$ cat src/rtl/l2_msg_pkg.sv
// Shared L1<->L2 message definitions: type codes, field positions and source ids.
package l2_msg_pkg;

    localparam int DEF_ADDR_W = 60;
    localparam int DEF_MSG_W  = DEF_ADDR_W + 2;

    localparam int TYPE_LSB = 0;
    localparam int TYPE_MSB = 1;
    localparam int ADDR_LSB = 2;

    typedef enum logic [1:0] {
        RETURNDATA = 2'd0,
        L2WRITE    = 2'd1,
        L2READ     = 2'd2,
        L2READFOWN = 2'd3
    } msg_type_e;

    typedef enum logic {
        SRC_D = 1'b0,
        SRC_I = 1'b1
    } src_e;

    localparam logic [63:0] CNT_MAX = '1;

    function automatic logic [63:0] sat_inc(input logic [63:0] v);
        return (v == CNT_MAX) ? v : v + 64'd1;
    endfunction

endpackage

$ cat src/rtl/l2_msg_fifo.sv
// Synchronous in-order FIFO; occupancy counter drives full/empty, pointers wrap mod DEPTH.
module l2_msg_fifo
    import l2_msg_pkg::*;
#(
    parameter int WIDTH = DEF_MSG_W + 1,
    parameter int DEPTH = 8
) (
    input  logic                       clk,
    input  logic                       rst,
    input  logic                       push,
    input  logic [WIDTH-1:0]           din,
    input  logic                       pop,
    output logic [WIDTH-1:0]           dout,
    output logic [$clog2(DEPTH):0]     count,
    output logic                       full,
    output logic                       empty
);

    localparam int PTR_W = $clog2(DEPTH);
    localparam logic [PTR_W:0] FULL_CNT = (PTR_W + 1)'(DEPTH);

    logic [WIDTH-1:0] mem_q [DEPTH];
    logic [WIDTH-1:0] mem_d [DEPTH];
    logic [PTR_W-1:0] wr_ptr_q, wr_ptr_d;
    logic [PTR_W-1:0] rd_ptr_q, rd_ptr_d;
    logic [PTR_W:0]   count_q, count_d;
    logic             do_push, do_pop;

    assign full    = (count_q == FULL_CNT);
    assign empty   = (count_q == '0);
    assign count   = count_q;
    assign do_push = push & ~full;
    assign do_pop  = pop & ~empty;
    // Empty head reads as zero so out_msg is defined straight out of reset.
    assign dout    = empty ? '0 : mem_q[rd_ptr_q];

    always_comb begin
        mem_d    = mem_q;
        wr_ptr_d = wr_ptr_q;
        rd_ptr_d = rd_ptr_q;
        count_d  = count_q;
        if (do_push) begin
            mem_d[wr_ptr_q] = din;
            wr_ptr_d        = wr_ptr_q + 1'b1;
        end
        if (do_pop) begin
            rd_ptr_d = rd_ptr_q + 1'b1;
        end
        case ({do_push, do_pop})
            2'b10:   count_d = count_q + 1'b1;
            2'b01:   count_d = count_q - 1'b1;
            default: count_d = count_q;
        endcase
    end

    always_ff @(posedge clk) begin
        mem_q <= mem_d;
    end

    always_ff @(posedge clk) begin
        if (rst) begin
            wr_ptr_q <= '0;
            rd_ptr_q <= '0;
            count_q  <= '0;
        end else begin
            wr_ptr_q <= wr_ptr_d;
            rd_ptr_q <= rd_ptr_d;
            count_q  <= count_d;
        end
    end

endmodule

$ cat src/rtl/l2_message_receiver.sv
// L2-side receiver: round-robin merge of L1D/L1I messages into one FIFO, plus
// saturating per-type acceptance statistics.
module l2_message_receiver
    import l2_msg_pkg::*;
#(
    parameter int ADDR_W = DEF_ADDR_W,
    parameter int DEPTH  = 8
) (
    input  logic                    clk,
    input  logic                    rst,
    input  logic                    d_valid,
    input  logic [ADDR_W+1:0]       d_msg,
    output logic                    d_ready,
    input  logic                    i_valid,
    input  logic [ADDR_W+1:0]       i_msg,
    output logic                    i_ready,
    output logic                    out_valid,
    output logic [ADDR_W+1:0]       out_msg,
    output logic                    out_src,
    input  logic                    out_ready,
    output logic [$clog2(DEPTH):0]  count,
    output logic                    full,
    output logic [63:0]             cnt_returndata,
    output logic [63:0]             cnt_write,
    output logic [63:0]             cnt_read,
    output logic [63:0]             cnt_readfown
);

    localparam int MSG_W = ADDR_W + 2;

    src_e             rr_q, rr_d;
    src_e             push_src;
    logic             d_acc, i_acc, push;
    logic [MSG_W-1:0] push_msg;
    logic [1:0]       push_type;
    logic [MSG_W:0]   fifo_dout;
    logic             fifo_full, fifo_empty;

    logic [63:0] cnt_ret_q, cnt_ret_d;
    logic [63:0] cnt_wr_q,  cnt_wr_d;
    logic [63:0] cnt_rd_q,  cnt_rd_d;
    logic [63:0] cnt_rfo_q, cnt_rfo_d;

    // A lone valid source takes the grant; rr only decides when both contend.
    always_comb begin
        d_ready   = ~fifo_full & (~i_valid | (d_valid & (rr_q == SRC_D)));
        i_ready   = ~fifo_full & (~d_valid | (i_valid & (rr_q == SRC_I)));
        d_acc     = d_valid & d_ready;
        i_acc     = i_valid & i_ready;
        push      = d_acc | i_acc;
        push_src  = i_acc ? SRC_I : SRC_D;
        push_msg  = i_acc ? i_msg : d_msg;
        push_type = push_msg[TYPE_MSB:TYPE_LSB];
        rr_d      = rr_q;
        if (d_valid & i_valid & ~fifo_full) begin
            rr_d = (rr_q == SRC_D) ? SRC_I : SRC_D;
        end
    end

    always_comb begin
        cnt_ret_d = cnt_ret_q;
        cnt_wr_d  = cnt_wr_q;
        cnt_rd_d  = cnt_rd_q;
        cnt_rfo_d = cnt_rfo_q;
        if (push) begin
            case (push_type)
                RETURNDATA: cnt_ret_d = sat_inc(cnt_ret_q);
                L2WRITE:    cnt_wr_d  = sat_inc(cnt_wr_q);
                L2READ:     cnt_rd_d  = sat_inc(cnt_rd_q);
                default:    cnt_rfo_d = sat_inc(cnt_rfo_q);
            endcase
        end
    end

    always_ff @(posedge clk) begin
        if (rst) begin
            rr_q      <= SRC_D;
            cnt_ret_q <= '0;
            cnt_wr_q  <= '0;
            cnt_rd_q  <= '0;
            cnt_rfo_q <= '0;
        end else begin
            rr_q      <= rr_d;
            cnt_ret_q <= cnt_ret_d;
            cnt_wr_q  <= cnt_wr_d;
            cnt_rd_q  <= cnt_rd_d;
            cnt_rfo_q <= cnt_rfo_d;
        end
    end

    l2_msg_fifo #(
        .WIDTH (MSG_W + 1),
        .DEPTH (DEPTH)
    ) u_fifo (
        .clk   (clk),
        .rst   (rst),
        .push  (push),
        .din   ({push_msg, push_src}),
        .pop   (out_ready),
        .dout  (fifo_dout),
        .count (count),
        .full  (fifo_full),
        .empty (fifo_empty)
    );

    assign full           = fifo_full;
    assign out_valid      = ~fifo_empty;
    assign out_msg        = fifo_dout[MSG_W:1];
    assign out_src        = fifo_dout[0];
    assign cnt_returndata = cnt_ret_q;
    assign cnt_write      = cnt_wr_q;
    assign cnt_read       = cnt_rd_q;
    assign cnt_readfown   = cnt_rfo_q;

endmodule

$ cat config.mk
export PLATFORM = sky130hd
export DESIGN_NAME = l2_message_receiver
export DESIGN_NICKNAME = d
export VERILOG_FILES = /design/src/rtl/l2_msg_pkg.sv /design/src/rtl/l2_msg_fifo.sv /design/src/rtl/l2_message_receiver.sv
export SDC_FILE = /design/constraint.sdc
export NUM_CORES = 1
export LEC_CHECK = 0
export ABC_AREA = 1
export ABC_CLOCK_PERIOD_IN_PS = 5900
export CORE_ASPECT_RATIO = 1.4
export CORE_MARGIN = 1.5
export CORE_UTILIZATION = 45
export CTS_BUF_LIST = sky130_fd_sc_hd__clkbuf_8
export DETAILED_ROUTE_END_ITERATION = 7
export HOLD_SLACK_MARGIN = 0.02
export PLACE_DENSITY = 0.67
export SYNTH_ARGS = -nofsm -noshare
export SYNTH_HDL_FRONTEND = slang
export SYNTH_SLANG_ARGS = --single-unit
$ cat constraint.sdc
create_clock -name clk -period 5.9 [get_ports clk]
set_input_delay 1.18 -clock clk [delete_from_list [all_inputs] [get_ports clk]]
set_output_delay 1.18 -clock clk [all_outputs]
set_load 0.05 [all_outputs]
==> results of run 1 <==
[critical path: stages (launching register included)]
cell             delay [ns]
dfxtp_4                0.71
buf_4                  0.56
o21ai_0                0.18
o22ai_1                0.23
o21ai_0                0.10
a31oi_1                0.30
clkdlybuf4s50_1        0.86
[stage by stage]
stage	utilization, %	instances	hold slack, ns	setup slack, ns	power, mW
5_1_grt	54.77	6280	0.5206	0.7315	16.20
3_3_place_gp	51.97	6064	0.4831	1.649	11.18
4_1_cts	54.77	6278	0.4860	0.9259	15.61
2_1_floorplan	-	4693	0.4627	0.8208	9.558
3_5_place_dp	51.97	6064	0.4774	1.565	11.22
6_report	54.78	6283	0.4881	1.027	15.46
[layout by cell type, fill, tap and decap left out, types with 2 or more instances in the layout]
master / netlist / routed
nor3_1: 38 / 38
nand3_1: 284 / 283
buf_4: 12 / 40
inv_1: 196 / 240
xnor2_1: 28 / 28
edfxtp_1: 504 / 504
clkinv_2: 0 / 15
nand2_2: 13 / 12
nand3_2: 2 / 3
a21oi_1: 241 / 241
o22ai_1: 63 / 63
dfxtp_4: 0 / 2
inv_4: 0 / 3
dfxtp_1: 267 / 265
nor2_1: 1156 / 1147
nand4_1: 56 / 56
nor3_2: 2 / 2
clkinv_1: 2 / 14
inv_2: 4 / 3
nand3b_1: 14 / 14
buf_12: 0 / 9
nor2_2: 17 / 16
and2_1: 5 / 5
clkdlybuf4s50_1: 0 / 454
o21bai_1: 5 / 5
diode_2: 0 / 5
nand2_4: 3 / 4
xor2_1: 24 / 24
ha_1: 9 / 9
nand2_1: 1135 / 1135
nor2_4: 5 / 15
clkbuf_8: 0 / 127
clkinvlp_4: 0 / 2
inv_6: 0 / 3
inv_12: 0 / 2
a31oi_1: 63 / 63
o21ai_0: 342 / 342
bufinv_16: 0 / 7
[worst paths after layout]
| kind | slack, ns | startpoint | depth (start not counted) | to |
|---|---|---|---|---|
| min | 0.49 | u_fifo.wr_ptr_q[0] | 2 | u_fifo.wr_ptr_q[0] |
| max reg2reg | 2.58 | u_fifo.count[0] | 11 | u_fifo.count[2] |
| max | 1.03 | u_fifo.rd_ptr_q[0] | 6 | out_msg[48] |
| min reg2reg | 0.49 | u_fifo.wr_ptr_q[0] | 2 | u_fifo.wr_ptr_q[0] |
[cell type report]
type | instances | share of cell area (%)
tap | 1079 | 2.973
clock inverter | 87 | 1.259
sequential | 771 | 45.11
antenna | 5 | 0.02755
multi-input combinational | 3509 | 34.01
clock buffer | 127 | 3.849
timing repair buffer | 503 | 11.07
inverter | 202 | 1.697
[power groups by stage]
| stage | sequential (mW) | clock [mW] | combinational, mW |
|---|---|---|---|
| 2_1_floorplan | 6.40 | 0 | 3.16 |
| 5_1_grt | 6.29 | 4.72 | 5.19 |
| 4_1_cts | 6.26 | 4.49 | 4.86 |
| 6_report | 6.26 | 4.39 | 4.81 |
| 3_5_place_dp | 6.38 | 0 | 4.85 |
| 3_3_place_gp | 6.37 | 0 | 4.81 |
[state kept, by name (all words and copies together), names as in the netlist, 3 cells and up]
signal and count:
cnt_returndata 64, u_fifo.mem_q 504, cnt_readfown 64, u_fifo.count 4, cnt_write 64, u_fifo.rd_ptr_q 3, u_fifo.wr_ptr_q 3, cnt_read 64
[logic make-up after synthesis]
family | Yosys count | share of synthesized area, %
fa+ha+maj | 9 | 0.2991
flops | 771 | 54.39
buf+inv | 413 | 4.802
xor+xnor | 52 | 1.210
simple gates | 2734 | 29.35
compound gates | 714 | 9.943
[per-layer routing]
metal  vias to the layer above  track usage [%]  wire, um
li1                      16520                -         -
met5                         -                0       115
met3                       271            7.202      9173
met2                      1045            45.30     56560
met4                        18            11.24      4445
met1                     15575            31.43     46220
==> flow_metrics.tcl, run 1 <==
set metrics [dict create \
    vias 33429 \
    io_buffers 455 \
    worstSkewPairLatency_ns 0.77 \
    yosysTopAreaCell "edfxtp_1" \
    synth_common_cells "1156 x nor2_1, 1135 x nand2_1, 504 x edfxtp_1" \
    worstSetupEndpointType "output pin" \
    antenna_found_initial 11 \
    fin_worst_skew_ns 0.05283 \
    pwr-share-clk_pct 28.4 \
    rsz0062_at_grt "no" \
    period_minus_slack_ns 4.873 \
    syn_to_final_growth_pct 20.61 \
    status "finished clean" \
    worstPathMaxFanout 50 \
    numCtsBuffers 115 \
    power_frac_seq_pct 40.5 \
    peakVddDrop_uv 336.9 \
    die_x_um 247.5 \
    pwr-share-comb_pct 31.1 \
    clkSinkCount 771 \
    cts_resized 0 \
    max_freq_mhz 205.2 \
    die-area_sq_mm 0.08544 \
    cap_violations 0 \
    cts-root-buf "clkbuf_8" \
    hp-class "register to register" \
    max_slew_margin_pct 30.60 \
    grt_overflow 0 \
    yosysWarnings 0 \
    clockBufferDepth 3 \
    syn_area_sq_mm 0.03765 \
    async_flop_share_pct 0 \
    rows 125 \
    ant_nets 0 \
    htree_levels 3 \
    synth_edf_count 504 \
    ys_seq_elements 771 \
    grt_usage_pct 26.65 \
    setup_viol 0 \
    path_clk_slew_ns 0.06 \
    synth_area_per_cell_sq_um 8.023 \
    syn-num-nets 4831 \
    synth_area_leaders "edfxtp_1 40%, dfxtp_1 14%, nor2_1 12%" \
    p_sw_mw 5.658 \
    min_period_over_period_pct 82.59 \
    sw_frac_of_total_pct 36.59 \
    cts_tree "built" \
    syn_inst 4693 \
    worst_pin_slew_ns 1.040 \
    fin_tns_setup_ns 0 \
    slew_viol_final 0 \
    fin_area_sq_mm 0.04541 \
    required_ns 4.72 \
    routed_via_density 5.321 \
    drc 0 \
    core_area_sq_mm 0.08289 \
    first_pass_iters 6 \
    detail_route.wl_per_cell_um 18.55 \
    leakagePower_nw 15.17 \
    powerDensity_mw_per_mm2 340.5 \
    grt_pass1_wl_um 177100 \
    worstSetupStartpointType "register" \
    cts_hold_buf 0 \
    hold_viol 0 \
    yosys.area.top_type_share_pct 40.20 \
    path_class "register to output pin" \
    regArea_sq_mm 0.02049 \
    gp_congestion 0.9697 \
    cts_setup_buffers 0 \
    worstPathArrival_ns 3.69 \
    placedInstanceArea_sq_mm 0.04308 \
    ys_seq_area_share_pct 54.39 \
    multi_input_area_sq_mm 0.01545 \
    start_util_pct 45.42 \
    synth_most_common_cell "nor2_1" \
    layout-drive-gt1-share_pct 5.116 \
    grt_max_degree 128 \
    nets 5240 \
    nFillCells 7786 \
    synth.distinct_cells 35 \
    grt_pass1_vias 31620 \
    ys.flop_type "edfxtp_1" \
    dp_hpwl_um 79130 \
    wl_um 116500 \
    die-height_um 345.3 \
    dr.first_iter.drc_count 2208 \
    ios 456 \
    p_int_mw 9.805 \
]
(Power assumes the default switching activity.)
==> inputs of run 2 (changes only) <==
--- a/config.mk
+++ b/config.mk
@@ -6,7 +6,7 @@
 export NUM_CORES = 1
 export LEC_CHECK = 0
 export ABC_AREA = 1
-export ABC_CLOCK_PERIOD_IN_PS = 5900
+export ABC_CLOCK_PERIOD_IN_PS = 4550
 export CORE_ASPECT_RATIO = 1.4
 export CORE_MARGIN = 1.5
 export CORE_UTILIZATION = 45
==> constraint.sdc (replaced) <==
create_clock -name clk -period 4.55 [get_ports clk]
set_input_delay 0.91 -clock clk [delete_from_list [all_inputs] [get_ports clk]]
set_output_delay 0.91 -clock clk [all_outputs]
set_load 0.05 [all_outputs]
==> run 2 against run 1 <==
Against the previous run: utilization rose by 0.24 points; sequential cell count stayed put; sequential share of layout area down 0.19 points; hold slack better by 0.0013 ns; power up 30%; register-to-register slack worse by 0.93 ns; first-iteration DRC count rose by 0.54%; final cell count is 0.11% higher; via count is 0.75% higher; die area unchanged; non-clock buffer count increased by 6; wire length rose by 1.2%; largest cell class unchanged; highest routed layer unchanged.
==> flow_metrics.tcl, run 2 (synthesis results as in run 1) <==
set metrics [dict create \
    status "finished clean" \
    cts_setup_buffers 0 \
    grt_pass1_vias 32180 \
    dr.first_iter.drc_count 2220 \
    p_int_mw 12.62 \
    slew_viol_final 0 \
    worstSetupEndpointType "output pin" \
    worstPathArrival_ns 3.48 \
    regArea_sq_mm 0.02049 \
    cap_violations 0 \
    slowest_stage "clkdlybuf4s50_1" \
    multi_input_area_sq_mm 0.01545 \
    final_core_util_pct 55.02 \
    layout_common_cells "1147 x nor2_1, 1135 x nand2_1, 504 x edfxtp_1" \
    start_util_pct 45.42 \
    nets 5250 \
    dp.cells 6070 \
    required_ns 3.64 \
    powerDensity_mw_per_mm2 440.7 \
    power_mw 20.10 \
    detail_route.wl_per_cell_um 18.75 \
    hp-start "u_fifo.wr_ptr_q[0]" \
    numCtsBuffers 119 \
    max_freq_mhz 228.0 \
    grt_pass1_wl_um 180000 \
    rows 125 \
    antenna_found_initial 4 \
    peakVddDrop_uv 505.6 \
    grt_usage_pct 27.10 \
    critPathMaxStageDelay_ns 0.88 \
    htree_levels 3 \
    max_slew_margin_pct 29.82 \
    cts_hold_buf 0 \
    wl_um 117900 \
    grt_max_degree 100 \
    crit_start "u_fifo.count[0]" \
    clkSinkCount 771 \
    path_clk_slew_ns 0.07 \
    regMostFlops "u_fifo.mem_q" \
    routed_via_density 5.355 \
    hold_viol 0 \
    fin_worst_skew_ns 0.03141 \
    fin_hold_ws_ns 0.4893 \
    cts_resized 0 \
    p_sw_mw 7.476 \
    worstSkewPairLatency_ns 0.78 \
    pwr-share-clk_pct 28.1 \
    gp_congestion 0.9508 \
    largest_reg_flops 504 \
    cts_tree "built" \
    setup_viol 0 \
    nFillCells 7772 \
    sw_frac_of_total_pct 37.19 \
    core_area_sq_mm 0.08289 \
    worst_pin_slew_ns 1.042 \
    ios 456 \
    vias 33680 \
    rsz0062_at_grt "no" \
    clockBufferDepth 3 \
    layout_commonest_cell "nor2_1" \
    drc 0 \
    die-area_sq_mm 0.08544 \
    io_buffers 455 \
    worstSetupStartpointType "register" \
    dp_hpwl_um 79200 \
    period_minus_slack_ns 4.387 \
    path_class "register to output pin" \
    layout-drive-gt1-share_pct 5.336 \
    grt_overflow 0 \
    leakagePower_nw 15.29 \
    path_cells "nor2_4 -> nand3_2 -> buf_12 -> o21ai_0 -> a31oi_1 -> clkdlybuf4s50_1" \
    first_pass_iters 6 \
    die_x_um 247.5 \
    pwr-share-comb_pct 31.6 \
    min_period_over_period_pct 96.41 \
    power_frac_seq_pct 40.3 \
    cts-root-buf "clkbuf_8" \
    hp-class "register to register" \
    rr_startpoint "u_fifo.count[0]" \
    worstPathMaxFanout 41 \
    ant_nets 0 \
    finalNonFillerCells 6290 \
    die-height_um 345.3 \
    syn_to_final_growth_pct 21.13 \
]
run 2: metrics by stage:
step                      worst slack, ns  area, sq um  setup TNS, ns
after CTS                         0.05081        45590              0
final                              0.1632        45610              0
after detailed placement           0.8875        43290              0
after global routing             0.008536        45610              0
after floorplan                   -0.2592        37660         -65.31
after global placement             0.9375        43290              0
run 2: layout make-up:
cell class	count	area share (%)
Sequential cell	771	44.92
Multi-Input combinational cell	3509	33.87
Timing Repair Buffer	509	11.51
Clock buffer	128	3.863
Tap cell	1079	2.960
Inverter	202	1.695
Clock inverter	91	1.177
Antenna cell	1	0.005487
run 2: worst max-delay path: cells and delay by family, from the launching register on:
family | cells | cell delay, ns
AOI/OAI and AO/OA | 2 | 0.46
DFF | 1 | 0.47
and+or+nand+nor | 2 | 0.53
buffers and inverters | 2 | 1.22
run 2: routing by layer:
metal / wire (um) / vias up / global-route usage (%)
met2: 56400 / 1109 / 45.61
met1: 47320 / 15742 / 32.50
met3: 9263 / 285 / 6.821
met4: 4904 / 6 / 11.90
met5: 35 / - / 0
li1: - / 16538 / -
run 2: final timing paths:
path,to,slack (ns),cells past startpoint
max reg2reg,u_fifo.count[2],1.65,11
min,u_fifo.wr_ptr_q[0],0.49,2
max,out_msg[2],0.16,6
min reg2reg,u_fifo.wr_ptr_q[0],0.49,2
run 2: power groups by stage:
stage | Combinational, mW | Clock, mW | Sequential (mW)
floorplan | 4.10 | 0 | 8.28
global placement | 6.32 | 0 | 8.25
detailed placement | 6.39 | 0 | 8.26
CTS | 6.39 | 5.79 | 8.11
global route | 6.82 | 6.07 | 8.14
finish | 6.35 | 5.64 | 8.11
==> inputs of run 3 (changes only) <==
--- a/config.mk
+++ b/config.mk
@@ -7,13 +7,15 @@
 export LEC_CHECK = 0
 export ABC_AREA = 1
 export ABC_CLOCK_PERIOD_IN_PS = 4550
+export CELL_PAD_IN_SITES_DETAIL_PLACEMENT = 1
+export CELL_PAD_IN_SITES_GLOBAL_PLACEMENT = 2
 export CORE_ASPECT_RATIO = 1.4
 export CORE_MARGIN = 1.5
-export CORE_UTILIZATION = 45
+export CORE_UTILIZATION = 34
 export CTS_BUF_LIST = sky130_fd_sc_hd__clkbuf_8
 export DETAILED_ROUTE_END_ITERATION = 7
 export HOLD_SLACK_MARGIN = 0.02
-export PLACE_DENSITY = 0.67
+export PLACE_DENSITY = 0.82
 export SYNTH_ARGS = -nofsm -noshare
 export SYNTH_HDL_FRONTEND = slang
 export SYNTH_SLANG_ARGS = --single-unit
==> run 3 against run 2 <==
Against the previous run: highest routed layer unchanged; setup slack improved by 0.042 ns; largest power group unchanged; first-iteration DRC count decreased by 16%; largest cell class unchanged; via count rose by 1.6%; utilization decreased by 13 points; non-clock buffer count is 2 higher.
==> flow_metrics.tcl, run 3 (synthesis results as in run 1) <==
set metrics [dict create \
    dp_hpwl_um 94870 \
    fin_worst_skew_ns 0.06389 \
    regMostFlops "u_fifo.mem_q" \
    layout-drive-gt1-share_pct 5.876 \
    max_freq_mhz 230.2 \
    multi_input_area_sq_mm 0.01545 \
    worstSetupStartpointType "register" \
    ant_nets 0 \
    ios 456 \
    nets 5265 \
    crit_start "u_fifo.rd_ptr_q[1]" \
    die_x_um 284.2 \
    hp-class "register to register" \
    layout_commonest_cell "nor2_1" \
    vias 34230 \
    ff2ff_setup_slack_ns 1.63 \
    grt_overflow 0 \
    met3_length_um 9279 \
    max_slew_margin_pct 37.35 \
    fin_ws_ns 0.2053 \
    gp_congestion 0.8883 \
    grt_usage_pct 24.57 \
    die-area_sq_mm 0.1128 \
    grt_pass1_wl_um 212700 \
    cts_tree "built" \
    worstPathMaxFanout 59 \
    worstSkewPairLatency_ns 0.84 \
    io_buffers 455 \
    worst_pin_slew_ns 0.9398 \
    leakagePower_nw 15.54 \
    dr.first_iter.drc_count 1858 \
    first_pass_iters 5 \
    grt_max_degree 117 \
    routed-wl-met2_um 67870 \
    start_util_pct 34.26 \
    hold_viol 0 \
    pre_cts_ws_ns 0.7756 \
    numCtsBuffers 132 \
    hp-start "u_fifo.wr_ptr_q[0]" \
    peakVddDrop_uv 253.4 \
    cap_violations 0 \
    core_area_sq_mm 0.1099 \
    htree_levels 4 \
    final_core_util_pct 42.24 \
    worstSetupEndpointType "output pin" \
    clockBufferDepth 3 \
    clkSinkCount 771 \
    worstPathArrival_ns 3.43 \
    setup_viol 0 \
    rows 144 \
    powerDensity_mw_per_mm2 449.0 \
    routed.top_layer "met5" \
    fin_hold_ws_ns 0.4949 \
    rsz0062_at_grt "no" \
    status "finished clean" \
    path_clk_slew_ns 0.06 \
    regArea_sq_mm 0.02049 \
    wl_um 139900 \
    routed_via_density 5.117 \
    antenna_found_initial 14 \
    detail_route.wl_per_cell_um 20.91 \
    die-height_um 396.7 \
    cts-root-buf "clkbuf_8" \
    drc 0 \
    syn_to_final_growth_pct 23.30 \
    power_mw 20.84 \
    fin_tns_setup_ns 0 \
    path_class "register to output pin" \
    min_period_over_period_pct 95.49 \
    layout_common_cells "1147 x nor2_1, 1135 x nand2_1, 504 x edfxtp_1" \
    nFillCells 13217 \
    rr_startpoint "u_fifo.count[0]" \
    wl_met1_um 59130 \
    grt_pass1_vias 35418 \
    period_minus_slack_ns 4.345 \
    slew_viol_final 0 \
    required_ns 3.64 \
    cts_hold_buf 0 \
    largest_reg_flops 504 \
]
-- run 3: cell types whose count changed in the layout (fill, tap and decap cells not counted), sizes merged, moves of 5 or more --
cell / before / now
buf: 55 / 65
clkbuf: 128 / 140
clkdlybuf4s50: 449 / 433
clkinv: 50 / 38
dlymetal6s2s: 5 / 10
inv: 239 / 247
-- run 3: metrics by stage --
stage	cell area [sq um]	instances
after detailed placement	43780	6452
after CTS	46380	6685
final	46420	6690
after global placement	43780	6452
after global routing	46420	6690
after floorplan	37660	4693
-- run 3: critical path, stage by stage (launching register included) --
cell and delay (ns):
dfxtp_4 0.39, inv_4 0.37, buf_12 0.33, o21ai_0 0.19, o22ai_1 0.14, o21ai_0 0.09, a31oi_1 0.15, clkdlybuf4s50_1 0.88
-- run 3: worst paths after layout --
check                        to  cells past startpoint
max                  out_msg[2]                      7
min          u_fifo.wr_ptr_q[0]                      2
max reg2reg     u_fifo.count[2]                     11
min reg2reg  u_fifo.wr_ptr_q[0]                      2
-- run 3: layout make-up --
class	count	share of cell area, %
inverters	202	1.693
repair buffers	511	11.43
multi-input cells	3509	33.29
diodes	5	0.02695
clock buffers	140	4.151
flip-flops and latches	771	44.13
clock inverters	92	1.350
well taps	1460	3.935
-- run 3: metal layers --
layer	GRT usage, %	vias to the layer above
met5	0	-
met4	7.589	24
met3	6.676	200
met2	42.19	772
met1	29.84	16672
li1	-	16562
-- run 3: timing repair --
item                                    in CTS  in global routing
endpoints found under the hold margin        0                  0
resized for setup                            4                 12
gates cloned                                 1                  0
endpoints found under the setup margin      27                 16
setup buffers                                0                  0
-- run 3: power by group --
part           switching [mW]  internal, mW  leakage [nW]
logic                    4.63          1.82          7.32
registers               0.153          7.98          6.78
clock network            3.08          3.19          1.44
